**src/rtl/instr_encoder_if.sv**
```systemverilog
// Request and instruction-memory write bundle for the RV32I program loader.
// The encoder takes the master view; the requester/memory side takes the slave view.
interface instr_encoder_if #(
  parameter int ADDR_WIDTH = 32
);
  logic                  in_valid;
  logic                  in_ready;
  logic [2:0]            op;
  logic [4:0]            rd;
  logic [4:0]            rs1;
  logic [4:0]            rs2;
  logic [31:0]           imm;
  logic                  mem_we;
  logic                  mem_ready;
  logic [ADDR_WIDTH-1:0] mem_addr;
  logic [31:0]           mem_wdata;
  logic [7:0]            count;
  logic                  full;
  logic                  err;

  modport master (
    input  in_valid, op, rd, rs1, rs2, imm, mem_ready,
    output in_ready, mem_we, mem_addr, mem_wdata, count, full, err
  );

  modport slave (
    output in_valid, op, rd, rs1, rs2, imm, mem_ready,
    input  in_ready, mem_we, mem_addr, mem_wdata, count, full, err
  );
endinterface

```
**src/rtl/instr_encoder.sv**
```systemverilog
// Packs add/sll/andi/lh/sh/bne requests into RV32I words and streams them
// into instruction memory at an auto-incrementing byte address.
module instr_encoder #(
  parameter int                    ADDR_WIDTH = 32,
  parameter logic [ADDR_WIDTH-1:0] BASE_ADDR  = '0,
  parameter int                    MAX_INSTR  = 64
) (
  input  logic           clk,
  input  logic           reset,
  input  logic           clear,
  instr_encoder_if.master bus
);
  localparam logic [2:0] OP_ADD  = 3'd0;
  localparam logic [2:0] OP_SLL  = 3'd1;
  localparam logic [2:0] OP_ANDI = 3'd2;
  localparam logic [2:0] OP_LH   = 3'd3;
  localparam logic [2:0] OP_SH   = 3'd4;
  localparam logic [2:0] OP_BNE  = 3'd5;

  typedef enum logic {IDLE, WRITE} state_t;

  state_t                state;
  logic                  we_q;
  logic                  err_q;
  logic [ADDR_WIDTH-1:0] addr_q;
  logic [31:0]           wdata_q;
  logic [7:0]            count_q;
  logic                  full_w;
  logic                  ready_w;
  logic signed [31:0]    imm_s;

  function automatic logic in_range(input logic signed [31:0] v,
                                    input logic signed [31:0] lo,
                                    input logic signed [31:0] hi);
    return (v >= lo) && (v <= hi);
  endfunction

  function automatic logic is_legal(input logic [2:0] op, input logic signed [31:0] imm);
    case (op)
      OP_ADD, OP_SLL:        is_legal = 1'b1;
      OP_ANDI, OP_LH, OP_SH: is_legal = in_range(imm, -32'sd2048, 32'sd2047);
      OP_BNE:                is_legal = in_range(imm, -32'sd4096, 32'sd4094) && !imm[0];
      default:               is_legal = 1'b0;
    endcase
  endfunction

  function automatic logic [31:0] encode(input logic [2:0] op, input logic [4:0] rd,
                                         input logic [4:0] rs1, input logic [4:0] rs2,
                                         input logic signed [31:0] imm);
    case (op)
      OP_ADD:  encode = {7'b0, rs2, rs1, 3'b000, rd, 7'b0110011};
      OP_SLL:  encode = {7'b0, rs2, rs1, 3'b001, rd, 7'b0110011};
      OP_ANDI: encode = {imm[11:0], rs1, 3'b111, rd, 7'b0010011};
      OP_LH:   encode = {imm[11:0], rs1, 3'b001, rd, 7'b0000011};
      OP_SH:   encode = {imm[11:5], rs2, rs1, 3'b001, imm[4:0], 7'b0100011};
      // B-type scatters the halfword offset; bit 0 is implicit.
      OP_BNE:  encode = {imm[12], imm[10:5], rs2, rs1, 3'b001, imm[4:1], imm[11], 7'b1100011};
      default: encode = '0;
    endcase
  endfunction

  assign imm_s   = signed'(bus.imm);
  assign full_w  = (count_q == 8'(MAX_INSTR));
  assign ready_w = (state == IDLE) && !full_w;

  always_ff @(posedge clk or posedge reset) begin
    if (reset) begin
      state   <= IDLE;
      we_q    <= 1'b0;
      err_q   <= 1'b0;
      addr_q  <= BASE_ADDR;
      wdata_q <= '0;
      count_q <= '0;
    end else if (clear) begin
      state   <= IDLE;
      we_q    <= 1'b0;
      err_q   <= 1'b0;
      addr_q  <= BASE_ADDR;
      wdata_q <= '0;
      count_q <= '0;
    end else begin
      err_q <= 1'b0;
      case (state)
        IDLE: begin
          if (bus.in_valid && ready_w) begin
            if (is_legal(bus.op, imm_s)) begin
              wdata_q <= encode(bus.op, bus.rd, bus.rs1, bus.rs2, imm_s);
              we_q    <= 1'b1;
              state   <= WRITE;
            end else begin
              err_q <= 1'b1;
            end
          end
        end
        WRITE: begin
          // Address wraps naturally at 2^ADDR_WIDTH.
          if (bus.mem_ready) begin
            addr_q  <= addr_q + ADDR_WIDTH'(4);
            count_q <= count_q + 8'd1;
            we_q    <= 1'b0;
            state   <= IDLE;
          end
        end
        default: state <= IDLE;
      endcase
    end
  end

  assign bus.in_ready  = ready_w;
  assign bus.mem_we    = we_q;
  assign bus.mem_addr  = addr_q;
  assign bus.mem_wdata = wdata_q;
  assign bus.count     = count_q;
  assign bus.full      = full_w;
  assign bus.err       = err_q;
endmodule
```
**src/flat_wrapper.sv**
```systemverilog
// flat-port wrapper written by rule: the top's interface ports become plain ports
module instr_encoder_flat 
#(
  parameter int                    ADDR_WIDTH = 32,
  parameter logic [ADDR_WIDTH-1:0] BASE_ADDR  = '0,
  parameter int                    MAX_INSTR  = 64
)
  (clk, reset, clear, bus_in_valid, bus_op, bus_rd, bus_rs1, bus_rs2, bus_imm, bus_mem_ready, bus_in_ready, bus_mem_we, bus_mem_addr, bus_mem_wdata, bus_count, bus_full, bus_err);
  instr_encoder_if #(.ADDR_WIDTH(ADDR_WIDTH)) bus_i ();
  input  logic clk;
  input  logic reset;
  input  logic clear;
  input wire logic [$bits(bus_i.in_valid)-1:0] bus_in_valid;
  input wire logic [$bits(bus_i.op)-1:0] bus_op;
  input wire logic [$bits(bus_i.rd)-1:0] bus_rd;
  input wire logic [$bits(bus_i.rs1)-1:0] bus_rs1;
  input wire logic [$bits(bus_i.rs2)-1:0] bus_rs2;
  input wire logic [$bits(bus_i.imm)-1:0] bus_imm;
  input wire logic [$bits(bus_i.mem_ready)-1:0] bus_mem_ready;
  output wire logic [$bits(bus_i.in_ready)-1:0] bus_in_ready;
  output wire logic [$bits(bus_i.mem_we)-1:0] bus_mem_we;
  output wire logic [$bits(bus_i.mem_addr)-1:0] bus_mem_addr;
  output wire logic [$bits(bus_i.mem_wdata)-1:0] bus_mem_wdata;
  output wire logic [$bits(bus_i.count)-1:0] bus_count;
  output wire logic [$bits(bus_i.full)-1:0] bus_full;
  output wire logic [$bits(bus_i.err)-1:0] bus_err;
  assign bus_i.in_valid = bus_in_valid;
  assign bus_i.op = bus_op;
  assign bus_i.rd = bus_rd;
  assign bus_i.rs1 = bus_rs1;
  assign bus_i.rs2 = bus_rs2;
  assign bus_i.imm = bus_imm;
  assign bus_i.mem_ready = bus_mem_ready;
  assign bus_in_ready = bus_i.in_ready;
  assign bus_mem_we = bus_i.mem_we;
  assign bus_mem_addr = bus_i.mem_addr;
  assign bus_mem_wdata = bus_i.mem_wdata;
  assign bus_count = bus_i.count;
  assign bus_full = bus_i.full;
  assign bus_err = bus_i.err;
  instr_encoder #(.ADDR_WIDTH(ADDR_WIDTH), .BASE_ADDR(BASE_ADDR), .MAX_INSTR(MAX_INSTR)) u_core (.clk(clk), .reset(reset), .clear(clear), .bus(bus_i));
endmodule
```
**config.mk**
```make
export PLATFORM = sky130hd
export DESIGN_NAME = instr_encoder_flat
export DESIGN_NICKNAME = d
export VERILOG_FILES = /design/src/rtl/instr_encoder_if.sv /design/src/rtl/instr_encoder.sv /design/src/flat_wrapper.sv
export SDC_FILE = /design/constraint.sdc
export NUM_CORES = 1
export LEC_CHECK = 0
export ABC_AREA = 1
export BUFFER_PORTS_ARGS = -buffer_cell sky130_fd_sc_hd__buf_2
export CORE_UTILIZATION = 30
export CTS_CLUSTER_DIAMETER = 200
export DETAILED_ROUTE_END_ITERATION = 6
export SYNTH_ARGS = -nofsm -noshare
export SYNTH_HDL_FRONTEND = slang
export SYNTH_SLANG_ARGS = --single-unit
export TNS_END_PERCENT = 30
```
**constraint.sdc**
```tcl
create_clock -name clk -period 1.9 [get_ports clk]
set_input_delay 0.095 -clock clk [delete_from_list [all_inputs] [get_ports clk]]
set_output_delay 0.095 -clock clk [all_outputs]
set_load 0.1 [all_outputs]
```
; ---- Word level (Yosys, flattened, before mapping)
; Cells that the tools add are included.
[word_totals]
reg_bits = 75
out_inout_bits = 76
in_bits = 55
[op_classes]
n_reduce_logical = 17
bitwise = 1
n_mux = 29
n_eq_ne = 10
n_addsub = 2
magnitude_cmp = 4
[op_table]
columns = operator, n
row1 = 2-to-1 mux 32 bit, 7
row2 = case mux 32 bit (6 select lines), 1
row3 = "adder 32 x 3 -> 32 bit, second input constant", 1
row4 = "greater-or-equal comparator 32 x 12 -> 1 bit, second input constant", 1
row5 = "greater-or-equal comparator 32 x 13 -> 1 bit, second input constant", 1
row6 = "<= comparator 32 x 12 -> 1 bit, second input constant", 1
row7 = "<= comparator 32 x 13 -> 1 bit, second input constant", 1
row8 = 2-to-1 mux 8 bit, 3
row9 = 2-to-1 mux 1 bit, 15
row10 = "!= test 3 bit, second input constant", 3
row11 = "adder 8 x 1 -> 8 bit, second input constant", 1
row12 = "equality test 8 x 7 -> 1 bit, second input constant", 1
row13 = nonzero test 2 bit, 4
row14 = "equality test 3 x 2 -> 1 bit, second input constant", 2
row15 = "equality test 3 bit, second input constant", 2
row16 = AND reduction 3 bit, 2
row17 = logical AND 1 bit, 5
row18 = case mux 1 bit (2 select lines), 2
row19 = "equality test 3 x 1 -> 1 bit, second input constant", 1
row20 = zero test 3 bit, 1
row21 = case mux 1 bit (3 select lines), 1
row22 = OR reduction 3 bit, 1
row23 = zero test 1 bit, 2
row24 = "!= test 2 bit, second input constant", 1
row25 = 3 further kinds, 3

; ---- Longest topological paths before layout
[logic_depth]
ltp_word = 11
ltp_mapped = 13

; ---- Worst setup path after synthesis
; No wires, ideal clock.
[synth_timing]
path_kind = register to output
start = register u_core.count_q[0] (netlist: u_core.bus.count[0])
end = output port bus_full
path_buffers = 0
arrival_ns = 2.554
setup_slack_ns = -0.749
required_ns = 1.805
stages_incl_launch_ff = 5
path_cell_list = dfrtp_1 > inv_1 > ha_1 > nand3b_1 > nor2_1
[synth_via]
elab_chain_len = 1
[synth_rtl]
columns = element, line
row1 = from (decl), instr_encoder.sv:27  ; logic [7:0] count_q;
row2 = from (signal assigned), instr_encoder.sv:99  ; count_q <= count_q + 8'd1;
row3 = equality test 8 x 7 -> 1 bit, instr_encoder.sv:63  ; assign full_w = (count_q == 8'(MAX_INSTR));
row4 = to (decl), flat_wrapper.sv:25  ; output wire logic [$bits(bus_i.full)-1:0] bus_full;
; Every way passes these cells.

; ---- Final worst setup path
[layout_timing]
start = register u_core.count_q[0] (netlist: u_core.bus.count[0])
end = output port bus_in_ready
[layout_via]
elab_chain_len = 3
[layout_rtl]
columns = element, line
row1 = equality test 8 x 7 -> 1 bit, instr_encoder.sv:63
row2 = zero test 1 bit, instr_encoder.sv:64  ; assign ready_w = (state == IDLE) && !full_w;
row3 = logical AND 1 bit, instr_encoder.sv:64
row4 = to (decl), flat_wrapper.sv:20  ; output wire logic [$bits(bus_i.in_ready)-1:0] bus_in_ready;
; Every way passes these cells.

==> flow_summary.json <==
{
  "status": "finished, final reports clean",
  "cpPeakStageDelay_ps": 420,
  "cts-htree-levels": 3,
  "p_sw_mw": 1.30,
  "path_cells": "inv_2, ha_1, nand3b_1, o21ai_0, inv_1, buf_2",
  "yosysMostFrequentCell": "nand2_1",
  "p_leak_nw": 2.68,
  "grt_antenna_before_repair": 0,
  "synth_top_cells_by_count": "139 x nand2_1, 89 x nor2_1, 69 x dfrtp_1",
  "path_clk_slew_ps": 60,
  "yosys.cell_types.count": 34,
  "cp-start-kind": "flop",
  "coreArea_mm2": 0.0132,
  "switching_share_pct": 31.3,
  "first_iter_violations": 238,
  "path_class": "flop to primary output",
  "avgSynthCellArea_um2": 7.19,
  "grt_max_degree": 39,
  "synth-edff-count": 0,
  "wl_per_cell_um": 13.1,
  "rsz0062_at_grt": "true",
  "drt-pass1-iter-count": 5,
  "cts_root_buffer": "clkbuf_16",
  "power_frac_clock_pct": 43.8,
  "syn_inst": 562,
  "intPower_mw": 2.86,
  "cts_tree": "yes",
  "synth-simple-area-share_pct": 37.9,
  "pwr-share-seq_pct": 37.4,
  "hold_slack_ps": 35.1,
  "viasPerCell": 4.64,
  "final_nets": 747,
  "die_area_mm2": 0.0139,
  "clk_latency_ps": 330,
  "period_minus_slack_ps": 1780,
  "first_global_vias": 3763,
  "finalMaxSlewViolations": 0,
  "hp-class": "input pin to flop",
  "numCtsBuffers": 9,
  "dpl.cell_count": 852,
  "antenna_cells": 0,
  "cts.sinks": 69,
  "cpLargestDelayFamily": "buffers and inverters",
  "crit_slowest_cell": "buf_2",
  "ctsLongestPathBuffers": 2,
  "synth.largest_area_cell": "dfrtp_1",
  "post-synth-top-area-fraction_pct": 42.8,
  "grt.overflow.total": 0,
  "synthMuxAreaShare_pct": 0,
  "fin_cells": 870,
  "required_ps": 1800,
  "drive_gt1_share_pct": 31.7,
  "area_growth_pct": 30.0,
  "setup_viol": 0,
  "dp_hpwl_um": 8700,
  "synth_xor_area_share_pct": 0.651,
  "hold_viol_final": 0,
  "cp-end-kind": "primary output",
  "netlist_top_cells_area": "dfrtp_1 43%, nand2_1 13%, nor2_1 8.3%, nand4_1 6.7%, inv_1 5.2%",
  "die-width_um": 118,
  "wl_um": 11400,
  "period_share_pct": 93.4,
  "synth_warnings": 0,
  "utilization_pct": 39.8,
  "pwr_density_cell_mw_per_mm2": 792,
  "worst_pin_slew_ps": 519,
  "vias": 4039,
  "relSlewSlack_pct": 65.4,
  "syn_area_mm2": 0.00404,
  "grt_pass1_wl_um": 18700,
  "synth-compound-area-share_pct": 7.90,
  "drc": 0,
  "num_io_pins": 131,
  "drv_cap": 0,
  "fill_cells": 1374,
  "arrival_ps": 1680,
  "max_freq_mhz": 563,
  "gp_congestion": 0.902,
  "grt_usage_pct": 16.8,
  "async_reset_ff_share_pct": 100,
  "ys_seq_area_share_pct": 42.8,
  "io_buffers": 126,
  "synth_top_family_by_area": "simple AND/OR/NAND/NOR gates",
  "start_util_pct": 30.6,
  "power_mw": 4.16,
  "synth_fa_ha_area_share_pct": 0.929,
  "p_comb_share_pct": 18.8,
  "synth-seq-cells": 69,
  "rows": 42,
  "crit_fanout": 4,
  "synth_ff_type": "dfrtp_1",
  "critPathBufInv": 3,
  "finalClockSkew_ps": 6.15,
  "vdd_drop_max_mv": 0.535,
  "antenna_left": 0,
  "die_h_um": 118
}
[power groups by stage]
stage	clock network [mW]	registers, mW	logic (mW)
3_3_place_gp	0	1.58	0.778
6_report	1.82	1.56	0.782
3_5_place_dp	0	1.58	0.778
4_1_cts	1.85	1.56	0.782
2_1_floorplan	0	1.88	0.300
5_1_grt	1.93	1.56	0.838
[sequential cells by signal, indices dropped and copies added, names as in the netlist]
signal and count:
u_core.bus.mem_addr 30, u_core.state 1, u_core.bus.mem_wdata 28, u_core.bus.err 1
u_core.bus.count 8, u_core.bus.mem_we 1
[tightest hold or removal path, stage by stage]
cell	delay [ps]
buf_2	80
nand4_1	80
nand2_1	70
[through the flow]
step | worst slack [ps] | TNS (ps) | area (um2)
2_1_floorplan | -89.9 | -2030 | 4120
3_3_place_gp | 189 | 0 | 4890
3_5_place_dp | 139 | 0 | 4890
4_1_cts | 106 | 0 | 5230
5_1_grt | -12.9 | -12.9 | 5250
6_report | 125 | 0 | 5250
[cells in the final DEF, fill, tap and decap left out, types with 3 or more instances in the layout]
cell type	count
nand2_1	135
buf_2	126
nor2_1	86
inv_1	52
dfrtp_1	49
nand4_1	43
o21ai_0	35
nand2_2	27
nand3_1	23
a21oi_1	20
dfrtp_2	20
inv_2	10
nor3_1	10
clkbuf_16	9
buf_4	7
conb_1	4
xor2_1	3
nand2_4	3
[cell type report]
cell class                      instances  area [um2]  share of cell area, %
Sequential cell                        69        1750                   33.4
Tap cell                              176         220                   4.19
Clock buffer                           10         239                   4.55
Multi-Input combinational cell        410        1980                   37.7
Clock inverter                          6        86.3                   1.64
Timing Repair Buffer                  136         733                   14.0
Inverter                               63         239                   4.55
[per-layer routing]
| metal | part of all wire, % | up-vias | global-route usage (%) |
|---|---|---|---|
| met5 | 0 | - | 0 |
| met4 | 1.5 | 0 | 6.73 |
| met3 | 3.5 | 11 | 2.13 |
| met2 | 46 | 89 | 26.4 |
| met1 | 49 | 1864 | 23.2 |
| li1 | - | 2075 | - |
[cell families (layout without fill, tap and decap cells)]
logic type,after synthesis,after routing
and+or+nand+nor,339,339
buffers and inverters,86,215
AOI/OAI and AO/OA,61,61
xor gates and xnor gates,3,3
other,1,4
DFF,69,69
adders and majority gates,3,3
[path summary, 6_finish.rpt]
check | start | to | slack [ps] | cells after the start
worst max-delay path | u_core.bus.count[0]$_DFFE_PP0P_ | bus_in_ready | 120 | 6
worst min-delay path | bus_rs1[1] | u_core.bus.mem_wdata[16]$_DFFE_PP0P_ | 40 | 3
worst max register to register | u_core.bus.count[0]$_DFFE_PP0P_ | u_core.bus.mem_wdata[23]$_DFFE_PP0P_ | 150 | 8
worst min register to register | u_core.bus.mem_wdata[9]$_DFFE_PP0P_ | u_core.bus.mem_wdata[9]$_DFFE_PP0P_ | 460 | 2
max in group asynchronous | reset | u_core.bus.mem_addr[12]$_DFFE_PP0P_ | 950 | 4
min in group asynchronous | reset | u_core.bus.mem_wdata[30]$_DFFE_PP0P_ | 350 | 3
[repair_timing]
item | 4_1_cts | 5_1_grt
hold buffers | 1 | 0
gates resized for setup | 0 | 5
setup buffers | 0 | 1
endpoints found under the hold margin | 20 | 0
endpoints found under the setup margin | 0 | 31
(Power assumes the default switching activity.)
